## config.mk

```make
export PLATFORM = sky130hd
export DESIGN_NAME = serial_alu_ctrl
export DESIGN_NICKNAME = d
export VERILOG_FILES = /design/src/rtl/serial_alu_ctrl.sv
export SDC_FILE = /design/constraint.sdc
export NUM_CORES = 1
export LEC_CHECK = 0
export CAP_MARGIN = 15
export CORE_MARGIN = 1
export CORE_UTILIZATION = 54
export CTS_CLUSTER_DIAMETER = 50
export CTS_CLUSTER_SIZE = 10
export DETAILED_ROUTE_END_ITERATION = 8
export PLACE_DENSITY = 0.82
export SLEW_MARGIN = 10
export SYNTH_ARGS = -nofsm -noshare
export SYNTH_HDL_FRONTEND = slang
export SYNTH_SLANG_ARGS = --single-unit
```

## constraint.sdc

```tcl
create_clock -name clk -period 3.4 [get_ports clk]
set_input_delay 0.68 -clock clk [delete_from_list [all_inputs] [get_ports clk]]
set_output_delay 0.68 -clock clk [all_outputs]
set_load 0.03 [all_outputs]
```

## src/rtl/serial_alu_ctrl.sv

```systemverilog
// ============================================================================
// Module   : serial_alu_ctrl
// Brief    : Bit-serial AND/OR/XOR/ADD sequencer with looped-back carry.
// Revision : 1.0 - initial release
// ============================================================================
`default_nettype none

module serial_alu_ctrl #(
   parameter int WIDTH = 8,
   parameter int CNT_W = 4
) (
   input  logic             clk,
   input  logic             rst_n,
   input  logic             start,
   input  logic [WIDTH-1:0] inA,
   input  logic [WIDTH-1:0] inB,
   input  logic             cin,
   input  logic             s1,
   input  logic             s0,
   output logic             busy,
   output logic             done,
   output logic [WIDTH-1:0] out,
   output logic             cout
);

   localparam logic [1:0] c_IDLE = 2'd0;
   localparam logic [1:0] c_RUN  = 2'd1;
   localparam logic [1:0] c_DONE = 2'd2;

   localparam logic [CNT_W-1:0] c_LAST = CNT_W'(WIDTH - 1);
   localparam logic [CNT_W-1:0] c_ONE  = CNT_W'(1);

   logic [1:0]       r_state;
   logic [WIDTH-1:0] r_a;
   logic [WIDTH-1:0] r_b;
   logic [WIDTH-1:0] r_res;
   logic [1:0]       r_op;
   logic             r_carry;
   logic [CNT_W-1:0] r_cnt;
   logic [WIDTH-1:0] r_out;
   logic             r_cout;

   logic             w_bit;
   logic             w_carry;

   // One-bit select slice evaluated on the operand LSBs.
   always_comb begin
      w_bit   = 1'b0;
      w_carry = 1'b0;
      case (r_op)
         2'b00: w_bit = r_a[0] & r_b[0];
         2'b01: w_bit = r_a[0] | r_b[0];
         2'b10: w_bit = r_a[0] ^ r_b[0];
         default: begin
            w_bit   = r_a[0] ^ r_b[0] ^ r_carry;
            w_carry = (r_a[0] & r_b[0]) | (r_carry & (r_a[0] ^ r_b[0]));
         end
      endcase
   end

   always_ff @(posedge clk or negedge rst_n) begin
      if (!rst_n) begin
         r_state <= c_IDLE;
         r_a     <= '0;
         r_b     <= '0;
         r_res   <= '0;
         r_op    <= 2'b00;
         r_carry <= 1'b0;
         r_cnt   <= '0;
         r_out   <= '0;
         r_cout  <= 1'b0;
      end else begin
         case (r_state)
            c_IDLE: begin
               if (start) begin
                  r_a     <= inA;
                  r_b     <= inB;
                  r_op    <= {s1, s0};
                  r_carry <= s1 & s0 & cin;
                  r_cnt   <= '0;
                  r_res   <= '0;
                  r_state <= c_RUN;
               end
            end
            c_RUN: begin
               // Result bits enter at the MSB so bit i settles at position i.
               r_res   <= {w_bit, r_res[WIDTH-1:1]};
               r_a     <= r_a >> 1;
               r_b     <= r_b >> 1;
               r_carry <= w_carry;
               r_cnt   <= r_cnt + c_ONE;
               if (r_cnt == c_LAST) begin
                  r_out   <= {w_bit, r_res[WIDTH-1:1]};
                  r_cout  <= w_carry;
                  r_state <= c_DONE;
               end
            end
            c_DONE:  r_state <= c_IDLE;
            default: r_state <= c_IDLE;
         endcase
      end
   end

   assign busy = (r_state != c_IDLE);
   assign done = (r_state == c_DONE);
   assign out  = r_out;
   assign cout = r_cout;

endmodule

`default_nettype wire

```

==> key figures <==
Run status
  – Status: complete, no violations

Floorplan
  – Die area: 0.00355 sq mm
  – Die width: 59.5 microns
  – # IOs: 33
  – Core Region: 0.00310 sq mm
  – Die height: 59.5 microns
  – Initial core utilization: 0.576
  – FP Rows: 20

Synthesis
  – Area fraction in compound gates after synthesis: 0.0826
  – Post-Syn Area: 0.00179 sq mm
  – Syn Area/Cell: 10.5 sq um
  – Post-Synth Adder-Cell Area: 0.0322
  – Largest family of logic cells by synthesized area: simple AND/OR/NAND/NOR gates
  – Post-Syn Instances: 171
  – Cell variety after synth: 29
  – Register area share after synthesis: 0.574
  – YS warnings: 0
  – Mux cell area share after synthesis: 0.0735
  – Yosys reg bits: 41
  – Post-Synth Simple-Gate Area: 0.199
  – Xor and xnor area share after synthesis: 0
  – Syn Nets: 197

Critical path
  – Launch point of the worst path: r_state[0]
  – Reg2reg path depth: 3
  – CP Data Required Time: 2.72 ns
  – WP buf/inv: 1
  – Worst R2R Setup Slack: 1.33 ns
  – CP max stage delay: 0.59 ns
  – Critical Path End Type: primary output
  – Slowest stage cell, crit path: clkdlybuf4s50_1
  – Worst reg2reg path endpoint: out[4]
  – Critical R2R Launch: r_state[1]
  – Crit Path Class: flip-flop to primary output
  – Crit start category: flip-flop
  – Critical path arrival: 1.73 ns
  – Crit Path Max Fanout: 8
  – CP cell instances: or2_2 -> clkdlybuf4s50_1
  – CP top delay family: buffers and inverters

Global routing
  – Congestion Overflow GR: 0
  – First-pass GRT wire length: 5480 microns
  – Pin count of the biggest net entering global routing: 42
  – Vias in the first global route: 1266
  – Initial antenna violation count: 0
  – Global Route Usage Sum: 0.210

Layout
  – Nets@finish: 229
  – Area Overhead vs Synth: 22.0%
  – # diodes: 0
  – Fin area: 0.00218 sq mm
  – Share of cells above drive strength 1: 0.108

Timing
  – Hold Vio Cnt, Final: 0
  – RSZ-0062 raised after global routing: false
  – Least-Margin Pin Slew: 0.894 ns
  – Rel. slew slack: 0.404
  – Setup Total Neg Slack: 0 ns
  – Clock skew: 0.0112 ns
  – Max-slew violations: 0
  – Fmax: 0.416 GHz
  – Hold_ws: 0.448 ns
  – Fin crit share: 0.707
  – Final min period: 2.41 ns
  – # setup viols final: 0

Clocking
  – Post-CTS sizing: 0
  – Clk_lat worst skew: 0.34 ns
  – Post-CTS Repair Setup Buffers: 0
  – Num CTS Buffers: 5
  – Hold-fix buffers, CTS: 0
  – Clock Sinks: 41
  – Root buf cell: clkbuf_4
  – Clock slew at the register clock pins of the worst setup and hold paths: 0.12 ns
  – # H-tree levels: 2
  – Clock buffer depth: 2
  – CTS tree: done

Detailed routing
  – Drt total wl: 3190 microns
  – DRT iter0 DRCs: 61
  – Drt drc: 0
  – Vias per cell: 5.51
  – Vias after detailed routing: 1367
  – Post-DR wirelength/cell: 12.9 microns
  – Routed Antenna Nets: 0
  – Initial DRT Pass Iterations: 4

Pwr
  – Part of the power in combinational logic: 0.421
  – Reg power frac: 0.451
  – Worst VDD drop: 407 uV
  – Net switching power: 713 uW
  – Clk network pwr share: 0.128
  – Int Pwr: 1100 uW
  – Static leakage: 0.00103 uW
  – Switching share of total power: 0.392
  – P per Cell Area: 833 mW/mm^2

Placement
  – Final GP Congestion: 0.751
  – Post-DP Area: 0.00213 sq mm
  – Dpl hpwl: 2180 microns
  – IO buf count: 32

Hold path
  – Hold Path Class: primary input to async pin

Run
  – Max-cap viol count: 0
cells in the mapped netlist:
library cell	number	area (sq um)
a221oi_1	1	8.76
a22oi_1	10	75.1
a31oi_1	1	6.26
and2b_1	2	15.0
buf_2	2	10.0
buf_6	1	11.3
clkbuf_1	6	22.5
dfrtp_1	41	1030
fa_1	1	20.0
ha_1	3	37.5
inv_1	7	26.3
mux2_2	7	78.8
mux2i_1	3	30.0
mux4_2	1	22.5
nand2_1	49	184
nand2b_1	1	6.26
nand3_1	10	50.1
nand3b_1	1	7.51
nand4_1	1	6.26
nor2_1	4	15.0
nor3_1	4	20.0
nor3_4	1	16.3
nor3b_1	1	7.51
nor3b_2	1	12.5
o21ai_0	5	25.0
o21bai_1	1	7.51
o22ai_1	4	25.0
or2_2	1	6.26
or3b_2	1	8.76
cell families (layout without fill, tap and decap cells):
group,after synthesis,count (layout)
adder cells (fa/ha/maj),4,4
flip-flops,41,41
buffers and inverters,16,49
AO/OA/AOI/OAI,22,22
AND/OR/NAND/NOR,77,77
multiplexers,11,11
sequential cells by signal, summed over array words and instances, names as in the netlist:
register / flops
cout: 1
r_op: 2
r_res: 7
r_b: 8
r_carry: 1
r_a: 8
out: 8
r_state: 2
r_cnt: 4
final cells by class:
class / count / area, sq um
inverters: 7 / 26.3
clock inverters: 2 / 10.0
repair buffers: 34 / 330
multi-input cells: 114 / 692
clock buffers: 6 / 41.3
well taps: 44 / 55.1
fillers: 232 / 922
flip-flops and latches: 41 / 1030
worst max-delay path by stage:
| stage | to | slack [ns] | cells past startpoint |
|---|---|---|---|
| after detailed placement | r_carry | 1.10 | 4 |
| after CTS | busy | 0.98 | 2 |
| after floorplan | r_a[7] | 1.73 | 5 |
| final | busy | 0.99 | 2 |
| after global routing | busy | 0.91 | 2 |
| after global placement | r_carry | 1.16 | 4 |
placed cells by master, fill, tap and decap left out, drive strengths merged:
master,Yosys,final
o22ai,4,4
clkinv,0,2
and2b,2,2
nor2,4,4
nor3b,2,2
dfrtp,41,41
mux2i,3,3
or3b,1,1
or2,1,1
nand3b,1,1
o21bai,1,1
a221oi,1,1
buf,3,3
o21ai,5,5
ha,3,3
nand2b,1,1
a22oi,10,10
a31oi,1,1
fa,1,1
inv,7,7
nand2,49,49
nor3,5,5
clkdlybuf4s50,0,31
clkbuf,6,6
nand4,1,1
nand3,10,10
mux2,7,7
mux4,1,1
layer usage:
metal	vias up	global-route usage	wire, microns
met5	-	0	0
met4	0	0.103	84
met3	10	0.0393	148
met2	48	0.337	1480
met1	662	0.274	1470
li1	647	-	-
stage by stage:
step	utilization	setup WS [ns]	cells	total power, uW
2_1_floorplan	-	1.73	171	1360
5_1_grt	0.703	0.911	248	1960
4_1_cts	0.703	0.976	248	1830
3_3_place_gp	0.686	1.16	240	1560
6_report	0.703	0.995	248	1820
3_5_place_dp	0.686	1.10	240	1600
power groups by stage:
stage	Combinational, uW	Sequential (uW)	Clock (uW)
finish	764	820	232
global route	857	851	256
CTS	773	820	240
detailed placement	771	830	0
global placement	736	819	0
floorplan	468	890	0
(Power assumes the default switching activity.)
